**config.mk**
```make
export PLATFORM = sky130hd
export DESIGN_NAME = dmem_window_ctrl
export DESIGN_NICKNAME = d
export VERILOG_FILES = /design/src/rtl/dmem_window_ctrl.sv
export SDC_FILE = /design/constraint.sdc
export NUM_CORES = 1
export LEC_CHECK = 0
export BUFFER_PORTS_ARGS = -buffer_cell sky130_fd_sc_hd__buf_2
export CAP_MARGIN = 20
export CELL_PAD_IN_SITES_DETAIL_PLACEMENT = 0
export CELL_PAD_IN_SITES_GLOBAL_PLACEMENT = 1
export CORE_ASPECT_RATIO = 0.8
export CORE_MARGIN = 1.5
export CORE_UTILIZATION = 52
export CTS_BUF_LIST = sky130_fd_sc_hd__clkbuf_2 sky130_fd_sc_hd__clkbuf_4 sky130_fd_sc_hd__clkbuf_8
export DETAILED_ROUTE_END_ITERATION = 8
export GPL_TIMING_DRIVEN = 1
export HOLD_SLACK_MARGIN = 0.15
export PLACE_DENSITY = 0.79
export SYNTH_ARGS = -nofsm -noshare
export SYNTH_HDL_FRONTEND = slang
export SYNTH_SLANG_ARGS = --single-unit
```
**constraint.sdc**
```tcl
create_clock -name clk -period 3.65 [get_ports clk]
set_input_delay 0 -clock clk [delete_from_list [all_inputs] [get_ports clk]]
set_output_delay 0 -clock clk [all_outputs]
set_load 0.01 [all_outputs]
```
**src/rtl/dmem_window_ctrl.sv**
```systemverilog
// Windowed data store behind a valid/ready port with a 1- or 2-stage read pipeline and a clear sweep after reset.
// Define DMEM_PARITY_EN to add a stored even-parity bit per word (parity_inj / parity_err ports).
module dmem_window_ctrl #(
    parameter int DATA_W   = 8,
    parameter int ADDR_W   = 8,
    parameter int BASE     = 64,
    parameter int DEPTH    = 64,
    parameter int READ_LAT = 1
) (
    input  logic              clk,
    input  logic              rst_n,
    input  logic              req_valid,
    output logic              req_ready,
    input  logic              req_we,
    input  logic [ADDR_W-1:0] req_addr,
    input  logic [DATA_W-1:0] req_wdata,
    output logic              rsp_valid,
    output logic [DATA_W-1:0] rsp_rdata,
    output logic              rsp_err,
    output logic              busy
`ifdef DMEM_PARITY_EN
    ,
    input  logic              parity_inj,
    output logic              parity_err
`endif
);

    localparam int IDX_W = (DEPTH > 1) ? $clog2(DEPTH) : 1;
    // One extra bit so BASE+DEPTH == 2^ADDR_W does not wrap to zero.
    localparam logic [ADDR_W:0] WIN_LO = (ADDR_W+1)'(BASE);
    localparam logic [ADDR_W:0] WIN_HI = (ADDR_W+1)'(BASE + DEPTH);

    typedef enum logic {CLEAR, READY} state_t;

    state_t            state;
    logic [IDX_W-1:0]  idx;
    logic [DATA_W-1:0] mem [DEPTH];

    logic              accept;
    logic              hit;
    logic [IDX_W-1:0]  index;
    logic [DATA_W-1:0] rd_word;

    assign accept  = req_valid & req_ready;
    assign hit     = ({1'b0, req_addr} >= WIN_LO) && ({1'b0, req_addr} < WIN_HI);
    assign index   = IDX_W'(req_addr - ADDR_W'(BASE));
    assign rd_word = hit ? mem[index] : '0;

    // NOTE: sequential state uses non-blocking assignments so every register samples pre-edge values.
    always_ff @(posedge clk or negedge rst_n) begin
        if (!rst_n) begin
            state     <= CLEAR;
            idx       <= '0;
            busy      <= 1'b1;
            req_ready <= 1'b0;
        end else begin
            case (state)
                CLEAR: begin
                    if (idx == IDX_W'(DEPTH - 1)) begin
                        state     <= READY;
                        busy      <= 1'b0;
                        req_ready <= 1'b1;
                    end else begin
                        idx <= idx + 1'b1;
                    end
                end
                default: begin
                    busy      <= 1'b0;
                    req_ready <= 1'b1;
                end
            endcase
        end
    end

    // NOTE: the storage array is deliberately not reset; the post-reset sweep clears it, keeping it RAM-mappable.
    always_ff @(posedge clk) begin
        if (state == CLEAR) begin
            mem[idx] <= '0;
        end else if (accept && req_we && hit) begin
            mem[index] <= req_wdata;
        end
    end

`ifdef DMEM_PARITY_EN
    logic par_store [DEPTH];
    logic rd_perr;

    always_ff @(posedge clk) begin
        if (state == CLEAR) begin
            par_store[idx] <= 1'b0;
        end else if (accept && req_we && hit) begin
            par_store[index] <= (^req_wdata) ^ parity_inj;
        end
    end

    assign rd_perr = hit && !req_we && ((^mem[index]) != par_store[index]);
`endif

    // Head of the response pipeline: the request itself (READ_LAT=1) or one registered stage (READ_LAT=2).
    logic              head_valid;
    logic              head_err;
    logic              head_load;
    logic [DATA_W-1:0] head_data;
`ifdef DMEM_PARITY_EN
    logic              head_perr;
`endif

    generate
        if (READ_LAT == 2) begin : g_lat2
            logic              s_valid;
            logic              s_err;
            logic              s_load;
            logic [DATA_W-1:0] s_data;
`ifdef DMEM_PARITY_EN
            logic              s_perr;
`endif
            always_ff @(posedge clk or negedge rst_n) begin
                if (!rst_n) begin
                    s_valid <= 1'b0;
                    s_err   <= 1'b0;
                    s_load  <= 1'b0;
                    s_data  <= '0;
`ifdef DMEM_PARITY_EN
                    s_perr  <= 1'b0;
`endif
                end else begin
                    s_valid <= accept;
                    s_err   <= !hit;
                    s_load  <= !req_we;
                    s_data  <= rd_word;
`ifdef DMEM_PARITY_EN
                    s_perr  <= rd_perr;
`endif
                end
            end

            assign head_valid = s_valid;
            assign head_err   = s_err;
            assign head_load  = s_load;
            assign head_data  = s_data;
`ifdef DMEM_PARITY_EN
            assign head_perr  = s_perr;
`endif
        end else begin : g_lat1
            assign head_valid = accept;
            assign head_err   = !hit;
            assign head_load  = !req_we;
            assign head_data  = rd_word;
`ifdef DMEM_PARITY_EN
            assign head_perr  = rd_perr;
`endif
        end
    endgenerate

    // rsp_rdata only moves on read responses so it holds between them.
    always_ff @(posedge clk or negedge rst_n) begin
        if (!rst_n) begin
            rsp_valid  <= 1'b0;
            rsp_err    <= 1'b0;
            rsp_rdata  <= '0;
`ifdef DMEM_PARITY_EN
            parity_err <= 1'b0;
`endif
        end else begin
            rsp_valid  <= head_valid;
            rsp_err    <= head_valid & head_err;
`ifdef DMEM_PARITY_EN
            parity_err <= head_valid & head_perr;
`endif
            if (head_valid && head_load) begin
                rsp_rdata <= head_data;
            end
        end
    end

endmodule
```
## Yosys cells after proc, flatten, opt, wreduce, memory -nomap -nowiden

Memory sizes are Yosys's and may differ from the RTL's.
Index checks and enable logic that the tools add are counted.

- Bitwise operators: 4
- Reductions and logical operators: 9
- Add/subtract/negate cells: 2
- Eq/ne operators: 1
- Mux-type cells: 14
- $lt $le $gt $ge: 2

Operators with widths:

| operator | count |
|---|---|
| $mux W8 | 2 |
| $mux W1 | 11 |
| $ge A8 B7 Y1 const B | 1 |
| $lt A8 B8 Y1 const B | 1 |
| $reduce_or A8 Y1 | 1 |
| $add A6 B1 Y6 const B | 1 |
| $eq A6 B6 Y1 const B | 1 |
| $mux W6 | 1 |
| $sub A6 B1 Y6 const B | 1 |
| $logic_and A1 B1 Y1 | 4 |
| $and A1 B1 Y1 | 2 |
| $logic_not A1 Y1 | 2 |
| $not A1 Y1 | 2 |
| $reduce_and A2 Y1 | 1 |
| $reduce_bool A2 Y1 | 1 |

- Bits in writable memories: 512
- Logic and storage cells: 40
- Output and inout port bits: 12
- Memories: 1
- Register bits: 19

Memory list:

| name | words | width | read ports | clocked after memory_dff | wr ports | RTL line | source |
|---|---|---|---|---|---|---|---|
| mem | 64 | 8 | 1 | 0 | 1 | 37 | `logic [DATA_W-1:0] mem [DEPTH];` |

## Logic depth before layout (Yosys ltp)

- Depth after elaboration: 8
- Gate-level depth with buffers: 9
- Depth with buffers taken out: 6

## Worst setup path before layout

Ideal clock, no wire load.

- Path kind: register -> register
- Start: register req_ready
- End: memory mem[11][0], enable pin
- Slack: 1,082 ps
- Required time: 3,280 ps
- Path buffers: 3
- Cell stages (with the launch flop): 9
- Setup time: 370 ps
- Arrival time: 2,198 ps
- Cells stage by stage: dfrtp_1 and2_1 buf_2 and4_1 buf_2 mux2_4 or3b_1 clkbuf_1 nor2_1

- Cells in the longest elaborated chain, start to end: 8
- Elaborated cells on any way between the ends: 9
- Those cells by class: 5 x mux; 1 x bitwise; 3 x reduce/logical

RTL lines:

| item | RTL line | source |
|---|---|---|
| from (decl) | 13 | `output logic req_ready,` |
| from (signal assigned) | 55 | `req_ready <= 1'b0;` |
| from (signal assigned) | 62 | `req_ready <= 1'b1;` |
| from (signal assigned) | 69 | `req_ready <= 1'b1;` |
| $and A1 B1 Y1 * | 44 | `assign accept = req_valid & req_ready;` |
| via accept | 39 | `logic accept;` |
| $logic_and A1 B1 Y1 * (2 in a row) | 79 | `end else if (accept && req_we && hit) begin` |
| $mux W1 * | 79 |  |
| $mux W1 * | 77 | `if (state == CLEAR) begin` |
| $mux W1 (not written as such) * | 80 | `mem[index] <= req_wdata;` |
| $reduce_or A8 Y1 (no line) | n/a |  |
| $mux W6 (no line) / $mux W1 (equally long branches) | n/a |  |
| to (decl) | 37 |  |

Mark *: on every way through the listed nets, which the timed path passes. The rest lies on a longest branch.

## Worst setup path after layout

- Start: memory mem[49][2]
- End: register rsp_rdata[2]

- Cells in the longest elaborated chain, start to end: 2

RTL lines:

| item | RTL line | source |
|---|---|---|
| $mem_v2 Z64 W8 | n/a |  |
| $mux W8 | 47 | `assign rd_word = hit ? mem[index] : '0;` |
| to (signal assigned) | 171 | `rsp_rdata <= head_data;` |
| to (decl) | 18 | `output logic [DATA_W-1:0] rsp_rdata,` |

No other way between the ends.
A chain may end at the register's enable or synchronous reset.

==> reports/qor.yml <==
outcome: "finished, final reports clean"
ys.flop_type: "edfxtp_1"
tns_ps: 0
cts_sinks: 531
cts.htree.levels: 3
synth_top_family_by_area: "multiplexers"
clockBufferDepth: 3
ys_top_cells_by_area: "edfxtp_1, mux4_2, mux2i_1"
rows: 65
fin_ws_ps: 89.9
synth_fa_ha_area_frac: 0.000595
yosysUniqueCellTypes: 51
power.leakage_nw: 6.66
ant_nets: 0
drt_iter0_drc: 1209
synth.area.mux_share: 0.169
synth_compound_area_frac: 0.0228
drcViolationCount: 0
synth_simple_gate_area_frac: 0.0359
required_ps: 4190
p_total_mw: 11.7
setup_viol: 0
grt_pass1_wl_mm: 68.2
overflow: 0
io_pins: 32
dieWidth_um: 228
coreArea_mm2: 0.0396
dpl_worst_slack_ps: 581
hold_slack_ps: 211
place_congestion: 0.885
ys_seq_elements: 531
post-route-min-period_ps: 3560
wl_mm: 46.4
arrival_ps: 4100
finalCritPeriodShare: 0.975
insertion_delay_ps: 650
dp_hpwl_mm: 28.3
hp-class: "primary input to register"
crit_chain: "mux4_1 -> mux4_2 -> a2bb2oi_1 -> dlygate4sd3_1 -> a22oi_2 -> dlygate4sd3_1 -> nand2_1 -> dlygate4sd3_1"
wl_per_cell_um: 26.3
synth_top_cell_by_area: "edfxtp_1"
fin_util: 0.602
critPathMaxFanout: 1
via_per_inst: 5.96
register_area_mm2: 0.0159
area_delta_synth_final_pct: 13.4
vdd_drop_max_uv: 315
slew_headroom: 0.321
cp-end-kind: "register"
slowest_delay_ps: 580
drive_gt1_frac: 0.292
critical_path_class: "register to register"
syn_nets: 1051
worst_slew_pin_slew_ps: 1010
rsz0062_at_grt: "no"
skew_ps: 33.6
crit_slowest_cell: "dlygate4sd3_1"
synth-warning-count: 0
critPathTopFamily: "buffers and inverters"
synthXorXnorAreaFrac: 0.00208
multiInputGateArea_mm2: 0.00485
crit_buf_inv: 3
fillers: 2816
async_flop_share: 0.0358
synth_top_area_share: 0.732
synth-edff-count: 512
antenna_found_initial: 0
port_buffers: 31
n_antenna_cell: 0
maxCapViolCount: 0
grt_usage: 0.228
crit_top_cell: "dlygate4sd3_1"
ys_seq_area_frac: 0.754
critPathLaunchType: "register"
power_density_mw_per_mm2: 492
cts_tree: "yes"
dieArea_mm2: 0.0416
syn_area_per_cell_um2: 20.4
grt_pass1_vias: 10600
vias: 10500
finalMaxSlewViolations: 0
syn-cell-area_mm2: 0.0210
die_height_um: 183
layout.nets: 1184
numCtsBuffers: 79
syn_inst: 1030
cts_root_buf: "clkbuf_8"
dr.pass1.iters: 5
grt_max_degree: 65
cts_setup_buffers: 0
start_util: 0.531
clock.fmax_ghz: 0.281
path_clk_slew_ps: 70
hold_violations: 0
## kinds of logic after synthesis
logic type | after synthesis
DFF | 531
muxes | 206
and+or+nand+nor | 156
AOI/OAI and AO/OA | 68
buffers and inverters | 63
xor gates and xnor gates | 5
adders and majority gates | 1
## final timing paths
check                                startpoint                  endpoint  slack (ps)  cells after the start
min reg2reg                    busy$_DFFE_PN1N_          busy$_DFFE_PN1N_         500                      1
max in group asynchronous                 rst_n  rsp_rdata[5]$_DFFE_PN0P_        1850                      4
min in group asynchronous                 rst_n          busy$_DFFE_PN1N_         360                      3
min                                req_wdata[5]      mem[15][5]$_DFFE_PP_         210                      3
max                        mem[49][2]$_DFFE_PP_  rsp_rdata[2]$_DFFE_PN0P_          90                      8
max reg2reg                mem[49][2]$_DFFE_PP_  rsp_rdata[2]$_DFFE_PN0P_          90                      8
## layout by cell type (no fill, tap or decap), types with 17 or more instances in the layout
master,instances
mux2i_1,71
nor2_1,73
dlygate4sd3_1,19
dfrtp_1,18
clkbuf_4,17
buf_2,28
edfxtp_1,512
buf_4,63
clkinv_1,22
clkbuf_8,84
mux4_2,110
mux2_2,19
nand2_1,28
## final cells by class
type	count	share of cell area
Clock buffer	100	0.0533
Clock inverter	43	0.0135
Inverter	2	0.000315
Multi-Input combinational cell	436	0.203
Sequential cell	531	0.665
Tap cell	536	0.0281
Timing Repair Buffer	113	0.0360
## worst register-to-register path: cells and delay by family, from the launching register on
| kind | cells | cell delay (ps) |
|---|---|---|
| buf+inv | 3 | 1710 |
| mux | 2 | 1090 |
| flops | 1 | 360 |
| compound gates | 2 | 270 |
| simple gates | 1 | 50 |
## per-stage QoR
| step | instances | area, um^2 |
|---|---|---|
| after CTS | 1761 | 23800 |
| after global routing | 1761 | 23800 |
| after detailed placement | 1599 | 22000 |
| after floorplan | 1030 | 21000 |
| after global placement | 1599 | 22000 |
| final | 1761 | 23800 |
## Yosys cell counts, types with 2 or more instances
cell,n
edfxtp_1,512
buf_4,10
nand4_1,10
a21oi_1,10
nor2_1,73
a22oi_1,14
nor2b_1,9
or3_1,3
or3b_1,3
o211ai_1,2
a2bb2oi_1,3
and4b_1,2
a22oi_2,2
mux2i_1,71
and2_1,11
nand2_1,28
clkbuf_1,24
mux4_2,109
mux4_1,6
mux2_2,19
nand3_1,2
xor2_1,2
inv_1,2
o21ai_0,8
buf_1,6
nand2b_1,3
a31oi_1,6
dfrtp_1,18
buf_2,17
a22o_1,8
xnor2_1,3
nor3b_1,4
a32oi_1,5
o22ai_1,8
## registers in the layout (all words and copies together) (netlist names)
signal,count
rsp_valid,1
state,1
req_ready,1
idx,6
rsp_rdata,8
rsp_err,1
mem,512
busy,1
## routing by layer
metal | up-vias | part of all wire | track usage
met1 | 5430 | 0.43 | 0.336
met3 | 81 | 0.093 | 0.0563
li1 | 4507 | - | -
met2 | 480 | 0.45 | 0.336
met5 | - | 0 | 0
met4 | 0 | 0.024 | 0.0747
## power breakdown
part / switching, mW / internal [mW] / total [mW] / leakage (nW)
combinational: 0.143 / 0.104 / 0.247 / 2.01
sequential: 0 / 6.58 / 6.58 / 3.81
clock: 2.24 / 2.65 / 4.89 / 0.840
total: 2.39 / 9.33 / 11.7 / 6.66
## what timing repair did
item	4_1_cts	5_1_grt
hold buffers	19	0
resized for setup	0	1
endpoints found under the hold margin	151	0
setup endpoints to repair	0	1
No activity file was read; power rests on OpenSTA's default activity.
